File: src/rtl/scc_pkg.sv
// Shared SCC core constants and payload types.
package scc_pkg;

  localparam int unsigned SCC_ADDR_W  = 32;
  localparam int unsigned SCC_INSTR_W = 32;
  localparam int unsigned SCC_PC_STEP = 4;
  localparam logic [SCC_ADDR_W-1:0] SCC_RESET_PC = '0;

  typedef struct packed {
    logic [SCC_INSTR_W-1:0] instr;
    logic [SCC_ADDR_W-1:0]  pc;
  } fetch_entry_t;

endpackage

File: src/rtl/scc_sync_fifo.sv
// Synchronous FIFO with flush; wrap-bit pointers give full/empty without a separate counter.
module scc_sync_fifo #(
  parameter int unsigned WIDTH = 8,
  parameter int unsigned DEPTH = 4
) (
  input  logic                     clk,
  input  logic                     rst_n,
  input  logic                     flush,
  input  logic                     push,
  input  logic                     pop,
  input  logic [WIDTH-1:0]         din,
  output logic [WIDTH-1:0]         dout,
  output logic [$clog2(DEPTH):0]   count,
  output logic                     empty
);

  localparam int unsigned IDX_W = $clog2(DEPTH);
  localparam int unsigned PTR_W = IDX_W + 1;

  logic [PTR_W-1:0] wr_ptr;
  logic [PTR_W-1:0] rd_ptr;
  logic [WIDTH-1:0] mem [DEPTH];
  logic             full;
  logic             do_push;
  logic             do_pop;

  assign empty   = (wr_ptr == rd_ptr);
  assign full    = (wr_ptr[IDX_W] != rd_ptr[IDX_W]) &&
                   (wr_ptr[IDX_W-1:0] == rd_ptr[IDX_W-1:0]);
  assign count   = wr_ptr - rd_ptr;
  assign dout    = mem[rd_ptr[IDX_W-1:0]];
  // A full queue may take a push only when the head leaves in the same cycle.
  assign do_push = push && (!full || pop);
  assign do_pop  = pop && !empty;

  always_ff @(posedge clk) begin
    if (!rst_n) begin
      wr_ptr <= '0;
      rd_ptr <= '0;
      for (int i = 0; i < int'(DEPTH); i++) mem[i] <= '0;
    end else if (flush) begin
      wr_ptr <= '0;
      rd_ptr <= '0;
    end else begin
      if (do_push) begin
        mem[wr_ptr[IDX_W-1:0]] <= din;
        wr_ptr <= wr_ptr + PTR_W'(1);
      end
      if (do_pop) rd_ptr <= rd_ptr + PTR_W'(1);
    end
  end

endmodule

File: src/rtl/scc_prefetch_fetch.sv
// SCC instruction fetch: sequential PC issue, in-order response capture into a prefetch queue,
// branch redirect with stale-response discard, and halt.
module scc_prefetch_fetch
  import scc_pkg::*;
#(
  parameter int unsigned       ADDR_W   = SCC_ADDR_W,
  parameter int unsigned       INSTR_W  = SCC_INSTR_W,
  parameter int unsigned       DEPTH    = 4,
  parameter logic [ADDR_W-1:0] RESET_PC = ADDR_W'(SCC_RESET_PC),
  parameter int unsigned       PC_STEP  = SCC_PC_STEP
) (
  input  logic                       clk,
  input  logic                       reset,
  output logic [ADDR_W-1:0]          in_mem_addr,
  output logic                       in_mem_en,
  input  logic                       in_mem_ready,
  input  logic [INSTR_W-1:0]         in_mem,
  input  logic                       in_mem_valid,
  input  logic                       redirect,
  input  logic [ADDR_W-1:0]          redirect_pc,
  input  logic                       halt,
  output logic [INSTR_W-1:0]         instruction,
  output logic [ADDR_W-1:0]          instr_pc,
  output logic                       instr_valid,
  input  logic                       instr_ready,
  output logic [$clog2(DEPTH+1)-1:0] level,
  output logic                       fetch_err
);

  localparam int unsigned CNT_W = $clog2(DEPTH + 1);

  typedef struct packed {
    logic [INSTR_W-1:0] instr;
    logic [ADDR_W-1:0]  pc;
  } entry_t;

  logic [ADDR_W-1:0] fetch_pc;
  logic [ADDR_W-1:0] resp_pc;
  logic [CNT_W-1:0]  inflight;
  logic [CNT_W-1:0]  inflight_next;
  logic [CNT_W-1:0]  discard;
  logic [CNT_W:0]    occupancy;
  logic              accept;
  logic              ret;
  logic              drop;
  logic              q_push;
  logic              q_pop;
  logic              q_empty;
  entry_t            q_din;
  entry_t            q_dout;

  // Every outstanding request already owns a queue slot, so responses can never overflow.
  assign occupancy   = {1'b0, inflight} + {1'b0, level};
  assign in_mem_en   = reset && !halt && !redirect && (occupancy < (CNT_W+1)'(DEPTH));
  assign in_mem_addr = fetch_pc;

  assign accept        = in_mem_en && in_mem_ready;
  assign ret           = in_mem_valid && (inflight != '0);
  assign drop          = ret && (discard != '0);
  assign inflight_next = inflight + CNT_W'(accept) - CNT_W'(ret);

  assign q_push = ret && !drop && !redirect;
  assign q_pop  = instr_valid && instr_ready && !redirect;
  assign q_din  = '{instr: in_mem, pc: resp_pc};

  assign instruction = q_dout.instr;
  assign instr_pc    = q_dout.pc;
  assign instr_valid = !q_empty;

  always_ff @(posedge clk) begin
    if (!reset) begin
      fetch_pc  <= RESET_PC;
      resp_pc   <= RESET_PC;
      inflight  <= '0;
      discard   <= '0;
      fetch_err <= 1'b0;
    end else begin
      inflight <= inflight_next;
      if (in_mem_valid && (inflight == '0)) fetch_err <= 1'b1;
      // Requests still unreturned after a redirect carry stale data and must be dropped.
      if (redirect) begin
        fetch_pc <= redirect_pc;
        resp_pc  <= redirect_pc;
        discard  <= inflight_next;
      end else begin
        if (accept) fetch_pc <= fetch_pc + ADDR_W'(PC_STEP);
        if (q_push) resp_pc  <= resp_pc + ADDR_W'(PC_STEP);
        if (drop)   discard  <= discard - CNT_W'(1);
      end
    end
  end

  scc_sync_fifo #(
    .WIDTH (INSTR_W + ADDR_W),
    .DEPTH (DEPTH)
  ) u_queue (
    .clk   (clk),
    .rst_n (reset),
    .flush (redirect),
    .push  (q_push),
    .pop   (q_pop),
    .din   (q_din),
    .dout  (q_dout),
    .count (level),
    .empty (q_empty)
  );

endmodule
File: config.mk
export PLATFORM = sky130hd
export DESIGN_NAME = scc_prefetch_fetch
export DESIGN_NICKNAME = d
export VERILOG_FILES = /design/src/rtl/scc_pkg.sv /design/src/rtl/scc_sync_fifo.sv /design/src/rtl/scc_prefetch_fetch.sv
export SDC_FILE = /design/constraint.sdc
export NUM_CORES = 1
export LEC_CHECK = 0
export BUFFER_PORTS_ARGS = -buffer_cell sky130_fd_sc_hd__buf_2
export CORE_MARGIN = 3
export CORE_UTILIZATION = 45
export DETAILED_ROUTE_END_ITERATION = 8
export PLACE_DENSITY = 0.61
export SETUP_SLACK_MARGIN = 0.2
export SYNTH_ARGS = -nofsm -noshare
export SYNTH_HDL_FRONTEND = slang
export SYNTH_SLANG_ARGS = --single-unit
File: constraint.sdc
create_clock -name clk -period 4.9 [get_ports clk]
set_input_delay 0.49 -clock clk [delete_from_list [all_inputs] [get_ports clk]]
set_output_delay 0.49 -clock clk [all_outputs]
set_load 0.03 [all_outputs]
==> results of run 1 <==
==> layout make-up <==
type                    instances  share of cell area (%)
diodes                          1                 0.01422
clock inverters                15                  0.6754
well taps                     442                   3.143
multi-input cells             701                   31.40
inverters                      21                  0.4479
flip-flops and latches        335                   52.71
repair buffers                189                   5.688
clock buffers                  51                   5.923
==> path summary, 6_finish.rpt <==
path | slack (ns) | cells past startpoint | startpoint | to
setup / recovery | 1.20 | 16 | u_queue.wr_ptr[0]$_SDFFE_PP0N_ | discard[2]$_SDFFE_PN0P_
hold / removal | 0.26 | 3 | redirect_pc[25] | in_mem_addr[25]$_SDFFE_PN0N_
setup reg to reg | 1.20 | 16 | u_queue.wr_ptr[0]$_SDFFE_PP0N_ | discard[2]$_SDFFE_PN0P_
hold reg to reg | 0.46 | 2 | in_mem_addr[0]$_SDFFE_PN0P_ | in_mem_addr[0]$_SDFFE_PN0P_
==> metal layers <==
layer | share of wire [%] | vias to the layer above | GRT usage, %
li1 | - | 4441 | -
met1 | 47 | 4690 | 28.38
met2 | 46 | 279 | 31.36
met3 | 5.2 | 43 | 2.690
met4 | 2.0 | 0 | 4.834
met5 | 0 | - | 0
==> power by group <==
group | switching, µW | internal, µW | total, µW
Combinational | 512 | 288 | 800
Sequential | 114 | 3240 | 3350
Clock | 1090 | 1590 | 2680
Total | 1710 | 5120 | 6830
==> stage by stage <==
step                      power, µW  std cells  hold slack [ns]  instance area [µm²]  utilization (%)
after floorplan                3934       1131           0.4569                15180                -
after global placement         4210       1688           0.4476                16430            50.00
after detailed placement       4223       1688           0.4568                16430            50.00
after CTS                      6904       1754           0.2394                17600            53.54
after global routing           7106       1754           0.2458                17600            53.54
final                          6828       1755           0.2629                17600            53.54
==> cells by family (layout without fill, tap and decap cells) <==
logic type	after synthesis	in the layout	share of synthesized area, %
AO/OA/AOI/OAI	129	129	4.853
XOR/XNOR	51	51	2.942
adder cells (fa/ha/maj)	14	14	1.252
buffers and inverters	95	276	2.876
flip-flops	335	335	61.04
multiplexers	69	69	9.847
other	0	1	0
AND/OR/NAND/NOR	438	438	17.19
==> flip-flops by register name, summed over array words and instances (netlist names), named ones only <==
register and cells:
u_queue.mem 256, in_mem_addr 32, resp_pc 32, discard 3, inflight 3, u_queue.rd_ptr 3
u_queue.wr_ptr 3, fetch_err 1
==> critical path, delay by kind of cell, from the launching register on <==
family,cells,cell delay [ns]
buf+inv,4,0.41
xor+xnor,2,0.35
simple gates,2,0.56
flops,1,0.37
fa+ha+maj,6,1.68
compound gates,2,0.19
==> placed cells by master (no fill, tap or decap), types with 4 or more instances in the layout <==
cell type                   count
sky130_fd_sc_hd__and3_1         6
sky130_fd_sc_hd__dfxtp_1       77
sky130_fd_sc_hd__o21ai_0       36
sky130_fd_sc_hd__nor4_1         5
sky130_fd_sc_hd__and2_1       263
sky130_fd_sc_hd__xnor2_1       14
sky130_fd_sc_hd__nand2_1       44
sky130_fd_sc_hd__clkbuf_1       9
sky130_fd_sc_hd__clkbuf_16     39
sky130_fd_sc_hd__nor3_1        11
sky130_fd_sc_hd__clkinv_1       8
sky130_fd_sc_hd__xor2_1        37
sky130_fd_sc_hd__nand3_1       24
sky130_fd_sc_hd__clkinv_2       4
sky130_fd_sc_hd__a31oi_1        9
sky130_fd_sc_hd__ha_1          12
sky130_fd_sc_hd__and4_1         5
sky130_fd_sc_hd__nand4_1       29
sky130_fd_sc_hd__edfxtp_1     256
sky130_fd_sc_hd__buf_4         16
sky130_fd_sc_hd__mux4_2        64
sky130_fd_sc_hd__nor2_1        26
sky130_fd_sc_hd__a21oi_1       63
sky130_fd_sc_hd__buf_2        172
sky130_fd_sc_hd__inv_1         18
==> results.md, run 1 <==
* Number of core rows at 66
* Sum of routed wire length over all layers at 35130 µm
* Warnings from Yosys at 0
* Status: finished clean
* Cell variety after synth at 55
* Most frequent cells after synthesis: sky130_fd_sc_hd__and2_1 (263), sky130_fd_sc_hd__edfxtp_1 (256), sky130_fd_sc_hd__dfxtp_1 (79)
* Max-slew headroom at 22.69%
* Number of global-route vias before repair at between 9000 and 10000
* Post-synthesis instance total at 1131
* Post-synthesis sequential area ratio at between 60% and 70%
* Worst Setup Start Kind: flip-flop
* Total grt overflow at 0
* Fill cell total of the finished layout at about 2800
* Dpl hpwl at 20840 µm
* Clock slew at the register clock pins of the worst setup and hold paths at 0.06 ns
* Detailed Route Iter0 Violations at 683
* Endpoints failing hold at 0
* Final critical delay including setup and external delays at 3.700 ns
* Share of Yosys cell area claimed by the top area cell type at 50.63%
* Number of enable-type register cells in the synthesized netlist at between 200 and 300
* Area of the placeable core at ~0.033 mm²
* Worst vdd rail ir drop at 212.8 µV
* DRC Markers at 0
* Post-route setup slack at 1.200 ns
* Max frequency at around 270 MHz
* Via Count at 9453
* Synthesized area at approximately 0.015 mm²
* Count of clock tree sinks at 335
* TritonCTS Buffers at 37
* Share of final-layout standard cells stronger than drive strength 1 at 24.85%
* Wire length per cell after detailed routing at 20.02 µm
* Setup repair after global routing missed its margin: no
* Cell taking the most area after synthesis: sky130_fd_sc_hd__edfxtp_1
* Die footprint at 0.03598 mm²
* Clock tree from TritonCTS: yes
* Required time at the worst-slack endpoint at 5.26 ns
* Min-delay worst type: in -> reg
* Setup violation total in the final timing report at 0
* Worst Path Class, Setup: reg -> reg
* Cell Pwr Density at 388.0 mW/mm²
* Post-synthesis register bit count at roughly 340
* CTS Buffer Depth at 3
* H-tree levels at 2
* Largest stage delay, worst path at around 0.37 ns
* Number of max-cap violations at 0
* Max FO, Critical Path at 23
* Most numerous cell on the critical path: sky130_fd_sc_hd__ha_1
* Initial antenna violation count at 0
* Leading cell type by number of instances after synthesis: sky130_fd_sc_hd__and2_1
* Initial Utilization at between 40% and 50%
* Clock skew at 0.01262 ns
* Crit share post-route at 75.51%
* Synth Net Count at about 1200
* Post-synthesis async set-or-reset flop share at 0%
* Crit path cell chain: inv_1 > ha_1 > inv_1 > fa_1 > xnor2_1 > ha_1 > nor4_1 > and4_1 > inv_2 > ha_1 > inv_1 > ha_1 > fa_1 > xnor2_1 > o21ai_0 > a21oi_1
* Total iterations of the first detailed-routing run at 5
* Worst-skew pair later-pin latency at 0.51 ns
* Post-cts resize count at 0
* Total setup buffers inserted after CTS at 0
* Maximum number of pins on one net before global-route repair at 84
* Global placer's final weighted congestion at 0.8444
* Highest-delay cell along the critical path: sky130_fd_sc_hd__dfxtp_1
* Area occupied by registers at a little over 0.009 mm²
* Leak at 0.006599 µW
* Fin nets at 1370
* Ys flop type: sky130_fd_sc_hd__edfxtp_1
* Remaining antenna violation count after routing at 0
* Area of the multi-input gates at 0.005525 mm²
* Worst EP arrival at 4.06 ns
* Clock root buffer master: sky130_fd_sc_hd__clkbuf_16
* CTS Hold Bufs at 0
* Number of I/O pins at 173
* Overall track demand over capacity in global routing at 19.52%
* Port-buffer cells at 172
* Die extent in x at 189.7 µm
* Vertical extent of the die at roughly 190 µm
* Setup slack at placement at around 1.2 ns
* Synthesized area per cell at about 13 µm²
* Area overhead of the layout relative to synthesis at 15.89%
* Worst-Margin Slew at 1.150 ns
* Largest cells by area after synthesis: sky130_fd_sc_hd__edfxtp_1 (51%), sky130_fd_sc_hd__and2_1 (11%), sky130_fd_sc_hd__dfxtp_1 (10%)
* Wire length of the first global-routing pass at ~55000 µm
* Endpoint kind of the worst setup timing path: flip-flop
* Vias per std cell at 5.386
* Max-slew violations at 0
* Final sum of negative setup slack at 0 ns
Power figures use the tool's default switching activity.
==> run 2, diff against run 1 <==
PLACE_DENSITY = 0.63   (was 0.61)
clock period = 3 ns   (was 4.9 ns; I/O delays follow)
==> results.md, run 2 (synthesis gave the netlist of run 1 again) <==
* Status: finished, violations left
* Violations in the final reports: negative setup slack
* Net switching power figure at 2801 µW (+64%)
* Detailed Route Iter0 Violations at 660 (-3.4%)
* Worst-skew pair later-pin latency at 0.50 ns (about the same)
* Highest-delay cell along the critical path: sky130_fd_sc_hd__fa_2
* Global-route track usage on met3 at 3.169% (+0.48 points)
* Total grt overflow at 0 (unchanged)
* Clock slew at the register clock pins of the worst setup and hold paths at 0.06 ns (about the same)
* Die extent in x at 189.7 µm (unchanged)
* Max-slew headroom at 45.63% (+23 points)
* Area of the placeable core at 0.03287 mm² (unchanged)
* Endpoint kind of the worst setup timing path: flip-flop
* Vias per std cell at 5.404 (+0.34%)
* Clock group share of total power at 39.1% (about the same)
* Clock tree from TritonCTS: yes
* Max-slew violations at 0 (unchanged)
* Number of global-route vias before repair at 9879 (+2.5%)
* Cell Pwr Density at 621.9 mW/mm² (+60%)
* Final sum of negative setup slack at -0.1658 ns (-0.1658 ns)
* Wire length per cell after detailed routing at 19.90 µm (-0.57%)
* Post-route setup slack at -0.08406 ns (-1.284 ns)
* Max FO, Critical Path at 2 (-91%)
* Number of max-cap violations at 0 (unchanged)
* Number of instances in the placed design at 1713 (+1.5%)
* Worst Path Class, Setup: reg -> reg
* Number of I/O pins at 173 (unchanged)
* Worst EP arrival at 3.44 ns (-0.62 ns)
* Initial antenna violation count at 0 (unchanged)
* Most common cell after layout, fill and taps aside: sky130_fd_sc_hd__and2_1
* Required time at the worst-slack endpoint at 3.36 ns (-1.90 ns)
* Max frequency at 324.2 MHz (+20%)
* Final critical delay including setup and external delays at 3.084 ns (-0.6159 ns)
* Path depth of the worst reg2reg path at 16 (unchanged)
* Crit share post-route at 102.8% (+27 points)
* H-tree levels at 2 (unchanged)
* Global placer's final weighted congestion at 0.8432 (-0.14%)
* CTS Buffer Depth at 3 (unchanged)
* Overall track demand over capacity in global routing at 19.71% (+0.19 points)
* Internal power contribution at 8556 µW (+67%)
* Clock root buffer master: sky130_fd_sc_hd__clkbuf_16
* Part of the power in combinational logic at 12.6% (+0.9 points)
* Clock skew at 0.01190 ns (-0.0007189 ns)
* Worst hold stages at 3 (unchanged)
* Maximum number of pins on one net before global-route repair at 84 (unchanged)
* Non-filler instance count after layout at 1790 (+2.0%)
* Fin nets at 1410 (+2.9%)
* Area of the multi-input gates at 0.005699 mm² (+3.1%)
* Remaining antenna violation count after routing at 0 (unchanged)
* Setup violation total in the final timing report at 3 (+3)
* Dpl hpwl at 21630 µm (+3.8%)
* TritonCTS Buffers at 37 (unchanged)
* CTS Hold Bufs at 0 (unchanged)
* Sum of routed wire length over all layers at 35620 µm (+1.4%)
* Crit path cell chain: inv_4 > ha_4 > inv_2 > fa_2 > xnor2_4 > ha_4 > nor4_4 > and4_4 > inv_4 > ha_4 > inv_2 > ha_4 > fa_2 > xnor2_2 > o21ai_1 > a21oi_1
* Port-buffer cells at 172 (unchanged)
* Power, Total at 11360 µW (+66%)
* Worst-Margin Slew at 0.8155 ns (-0.3346 ns)
* Post-route worst hold slack at 0.07189 ns (-0.1910 ns)
* Switching power share of the total at 24.66% (-0.40 points)
* Diode count at 0 (-1)
* Wire length of the first global-routing pass at 55690 µm (+1.4%)
* Area occupied by registers at 0.009281 mm² (about the same)
* DRC Markers at 0 (unchanged)
* Largest stage delay, worst path at 0.37 ns (about the same)
* Largest register by flop count: u_queue.mem
* Vertical extent of the die at 189.7 µm (unchanged)
* Endpoints failing hold at 0 (unchanged)
* Commonest cells after routing, fill and taps aside: sky130_fd_sc_hd__and2_1 (263), sky130_fd_sc_hd__edfxtp_1 (256), sky130_fd_sc_hd__buf_2 (171)
* Min-delay worst type: in -> reg
* Total iterations of the first detailed-routing run at 4 (-1)
* Flip-flop count of the largest register after layout at 256 (unchanged)
* Global route hottest layer: met2
* Share of final-layout standard cells stronger than drive strength 1 at 29.15% (+4.3 points)
* Via Count at 9674 (+2.3%)
* Number of core rows at 66 (unchanged)
* Met1 GRT Util at 28.24% (-0.15 points)
* Initial Utilization at 46.20% (unchanged)
* Most numerous cell on the critical path: sky130_fd_sc_hd__ha_4
* Worst vdd rail ir drop at 391.0 µV (+84%)
* Met2 global-route usage at 32.08% (+0.72 points)
* Leak at 0.006922 µW (+4.9%)
* Sequential fraction of design power at 48.2% (-0.9 points)
* Count of clock tree sinks at 335 (unchanged)
* Worst Setup Start Kind: flip-flop
* Area overhead of the layout relative to synthesis at 20.26%
* Setup repair after global routing missed its margin: yes
* Fill cell total of the finished layout at 2809 (-0.85%)
* Die footprint at 0.03598 mm² (unchanged)
run 2: critical path, delay by kind of cell, from the launching register on:
kind	cells	cell delay, ns
xor gates and xnor gates	2	0.31
and+or+nand+nor	2	0.55
adders and majority gates	6	1.39
AOI/OAI and AO/OA	2	0.18
buffers and inverters	4	0.15
DFF	1	0.35
run 2: final cells by class:
cell class	instances	area share (%)
clock buffers	47	5.337
clock inverters	15	1.069
inverters	21	0.4591
multi-input cells	701	31.21
flip-flops and latches	335	50.83
well taps	442	3.028
repair buffers	229	8.071
run 2: layer usage:
metal | vias up | wire [µm]
met5 | - | 0
met4 | 0 | 602
met3 | 45 | 2173
met2 | 329 | 16870
met1 | 4781 | 15980
li1 | 4519 | -
run 2: worst paths after layout:
path	start	slack, ns	to
worst max-delay path	u_queue.wr_ptr[0]$_SDFFE_PP0N_	-0.08	discard[2]$_SDFFE_PN0P_
worst min-delay path	redirect_pc[1]	0.07	resp_pc[1]$_SDFFE_PN0P_
worst max register to register	u_queue.wr_ptr[0]$_SDFFE_PP0N_	-0.08	discard[2]$_SDFFE_PN0P_
worst min register to register	in_mem_addr[0]$_SDFFE_PN0P_	0.45	in_mem_addr[0]$_SDFFE_PN0P_
run 2: what timing repair did:
action	4_1_cts	5_1_grt
resized for setup	14	22
setup endpoints to repair	39	24
pin swaps	9	19
setup buffers	4	10
cloned	0	1
run 2: power groups by stage:
stage	combinational, µW	sequential (µW)	clock [µW]
6_report	1430	5480	4450
5_1_grt	1550	5520	4710
4_1_cts	1420	5480	4550
3_5_place_dp	1380	5570	0
3_3_place_gp	1370	5560	0
2_1_floorplan	883	5560	0
run 2: through the flow:
stage               worst slack, ns  util [%]  instance area [µm²]
floorplan                   -0.4623         -                15280
global placement            -0.3056     51.14                16810
detailed placement          -0.3299     51.14                16810
CTS                        -0.09798     55.00                18080
global route                -0.1951     55.56                18260
finish                     -0.08406     55.56                18260
==> run 3, diff against run 2 <==
CORE_UTILIZATION = 53   (was 45)
HOLD_SLACK_MARGIN = 0.1   (was default)
PLACE_DENSITY = 0.73   (was 0.63)
==> results.md, run 3 (synthesis gave the netlist of run 1 again) <==
* Share of final-layout standard cells stronger than drive strength 1 at 27.52% (-1.6 points)
* H-tree levels at 2 (unchanged)
* Status: finished, violations left
* Worst Setup Start Kind: flip-flop
* Initial Utilization at 54.21% (+8.0 points)
* Global placer's final weighted congestion at 0.8978 (+6.5%)
* Dpl hpwl at 20490 µm (-5.3%)
* Largest register by flop count: u_queue.mem
* Worst Path Class, Setup: reg -> reg
* Maximum number of pins on one net before global-route repair at 84 (unchanged)
* Violations in the final reports: negative setup slack
* Count of clock tree sinks at 335 (unchanged)
* Die extent in x at 175.3 µm (-7.6%)
* Vertical extent of the die at 175.3 µm (-7.6%)
* Design Area, Final at 0.01846 mm² (+1.1%)
* Initial antenna violation count at 0 (unchanged)
* Max-slew headroom at 47.33% (+1.7 points)
* Via Count at 9826 (+1.6%)
* Wire length per cell after detailed routing at 19.41 µm (-2.4%)
* Endpoint kind of the worst setup timing path: flip-flop
* R2r startpoint: u_queue.wr_ptr[0]$_SDFFE_PP0N_
* Max-slew violations at 0 (unchanged)
* Area of the placeable core at 0.02801 mm² (-15%)
* Total grt overflow at 0 (unchanged)
* Number of core rows at 61 (-7.6%)
* Timing startpoint of the critical path: u_queue.wr_ptr[0]$_SDFFE_PP0N_
* Area overhead of the layout relative to synthesis at 21.56%
* Overall track demand over capacity in global routing at 22.27% (+2.6 points)
* Hold path startpoint: redirect_pc[18]
* Min-delay worst type: in -> reg
* Max frequency at 317.4 MHz (-2.1%)
* Clock slew at the register clock pins of the worst setup and hold paths at 0.06 ns (about the same)
* Setup slack at placement at -0.3375 ns (-0.007614 ns)
* CTS Buffer Depth at 3 (unchanged)
* Remaining antenna violation count after routing at 0 (unchanged)
* Highest-delay cell along the critical path: sky130_fd_sc_hd__fa_2
* Leak at 0.007025 µW (+1.5%)
* Post-route setup slack at -0.1503 ns (-0.06622 ns)
* Most numerous cell on the critical path: sky130_fd_sc_hd__ha_4
* Crit share post-route at 105.0% (+2.2 points)
* Final critical delay including setup and external delays at 3.150 ns (+0.06622 ns)
* Max FO, Critical Path at 2 (unchanged)
* Power, Total at 11230 µW (-1.1%)
* Worst EP arrival at 3.51 ns (+0.07 ns)
* Wire length of the first global-routing pass at 54120 µm (-2.8%)
* Die footprint at 0.03072 mm² (-15%)
* Worst-skew pair later-pin latency at 0.51 ns (about the same)
* Port-buffer cells at 172 (unchanged)
* Clock root buffer master: sky130_fd_sc_hd__clkbuf_16
* Crit path cell chain: inv_4 > ha_4 > inv_2 > fa_2 > xnor2_4 > ha_4 > nor4_4 > and4_1 > inv_2 > ha_4 > inv_2 > ha_4 > fa_2 > xnor2_2 > o21ai_1 > a21oi_1
* Cell Pwr Density at 608.4 mW/mm² (-2.2%)
* Clock tree from TritonCTS: yes
* Diode count at 0 (unchanged)
* Instance area at placement at 0.01672 mm² (-0.51%)
* Total iterations of the first detailed-routing run at 5 (+1)
* Vias per std cell at 5.586 (+3.4%)
* Setup violation total in the final timing report at 5 (+2)
* Detailed Route Iter0 Violations at 763 (+16%)
* Flip-flop count of the largest register after layout at 256 (unchanged)
* Setup repair after global routing missed its margin: yes
* Non-filler instance count after layout at 1759 (-1.7%)
* Required time at the worst-slack endpoint at 3.36 ns (about the same)
* Number of instances in the placed design at 1645 (-4.0%)
* Worst vdd rail ir drop at 552.3 µV (+41%)
* Clock skew at 0.01347 ns (+0.001568 ns)
* Worst-Margin Slew at 0.7901 ns (-0.02544 ns)
* Post-route worst hold slack at 0.1132 ns (+0.04132 ns)
* Fin nets at 1441 (+2.2%)
* Endpoints failing hold at 0 (unchanged)
* Most common cell after layout, fill and taps aside: sky130_fd_sc_hd__and2_1
* Commonest cells after routing, fill and taps aside: sky130_fd_sc_hd__and2_1 (263), sky130_fd_sc_hd__edfxtp_1 (256), sky130_fd_sc_hd__buf_2 (171)
* Number of I/O pins at 173 (unchanged)
* Sum of routed wire length over all layers at 34150 µm (-4.1%)
* Number of global-route vias before repair at 9952 (+0.74%)
* Largest stage delay, worst path at 0.37 ns (about the same)
* TritonCTS Buffers at 36 (-2.7%)
* Number of max-cap violations at 0 (unchanged)
* DRC Markers at 0 (unchanged)
==> run 3: path summary, 6_finish.rpt <==
path                                        to  slack [ns]  cells past startpoint
setup / recovery       discard[2]$_SDFFE_PN0P_       -0.15                     16
hold / removal    in_mem_addr[18]$_SDFFE_PN0N_        0.11                      3
setup reg to reg       discard[2]$_SDFFE_PN0P_       -0.15                     16
hold reg to reg    in_mem_addr[1]$_SDFFE_PN0P_        0.45                      2
==> run 3: what timing repair did <==
action | CTS | global route
resized for setup | 7 | 12
endpoints found under the setup margin | 33 | 96
hold buffers | 39 | 0
pin swaps | 9 | 16
gates cloned | 1 | 0
hold endpoints to repair | 79 | 0
setup buffers | 2 | 9
==> run 3: area by class of cell <==
type,count,area (µm²)
Fill cell,2028,9553
Multi-Input combinational cell,701,5652
Tap cell,378,473.0
Clock buffer,50,1028
Sequential cell,335,9281
Clock inverter,13,110.1
Timing Repair Buffer,261,1832
Inverter,21,81.33
==> run 3: worst max-delay path, delay by kind of cell, from the launching register on <==
kind | cells | cell delay (ns)
buffers and inverters | 4 | 0.19
AOI/OAI and AO/OA | 2 | 0.18
adders and majority gates | 6 | 1.46
and+or+nand+nor | 2 | 0.47
DFF | 1 | 0.35
xor gates and xnor gates | 2 | 0.34
==> run 3: where the power goes <==
group / internal, µW / total, µW / leakage, µW / switching, µW
Sequential: 5290 / 5480 / 0.00330 / 189
Combinational: 593 / 1470 / 0.00316 / 875
Clock: 2560 / 4290 / 0.000564 / 1730
==> run 3: per-stage QoR <==
stage	util, %	TNS, ns
4_1_cts	65.47	-0.3808
2_1_floorplan	-	-16.57
5_1_grt	65.90	-0.9431
3_3_place_gp	59.70	-1.095
3_5_place_dp	59.70	-1.255
6_report	65.90	-0.3731
==> run 3: per-layer routing <==
layer  part of all wire (%)  track usage [%]  vias to the layer above
met2                     48            36.35                      383
met1                     43            31.39                     4821
met4                    1.6            5.685                        0
li1                       -                -                     4582
met3                    7.5            3.934                       40
met5                      0                0                        -
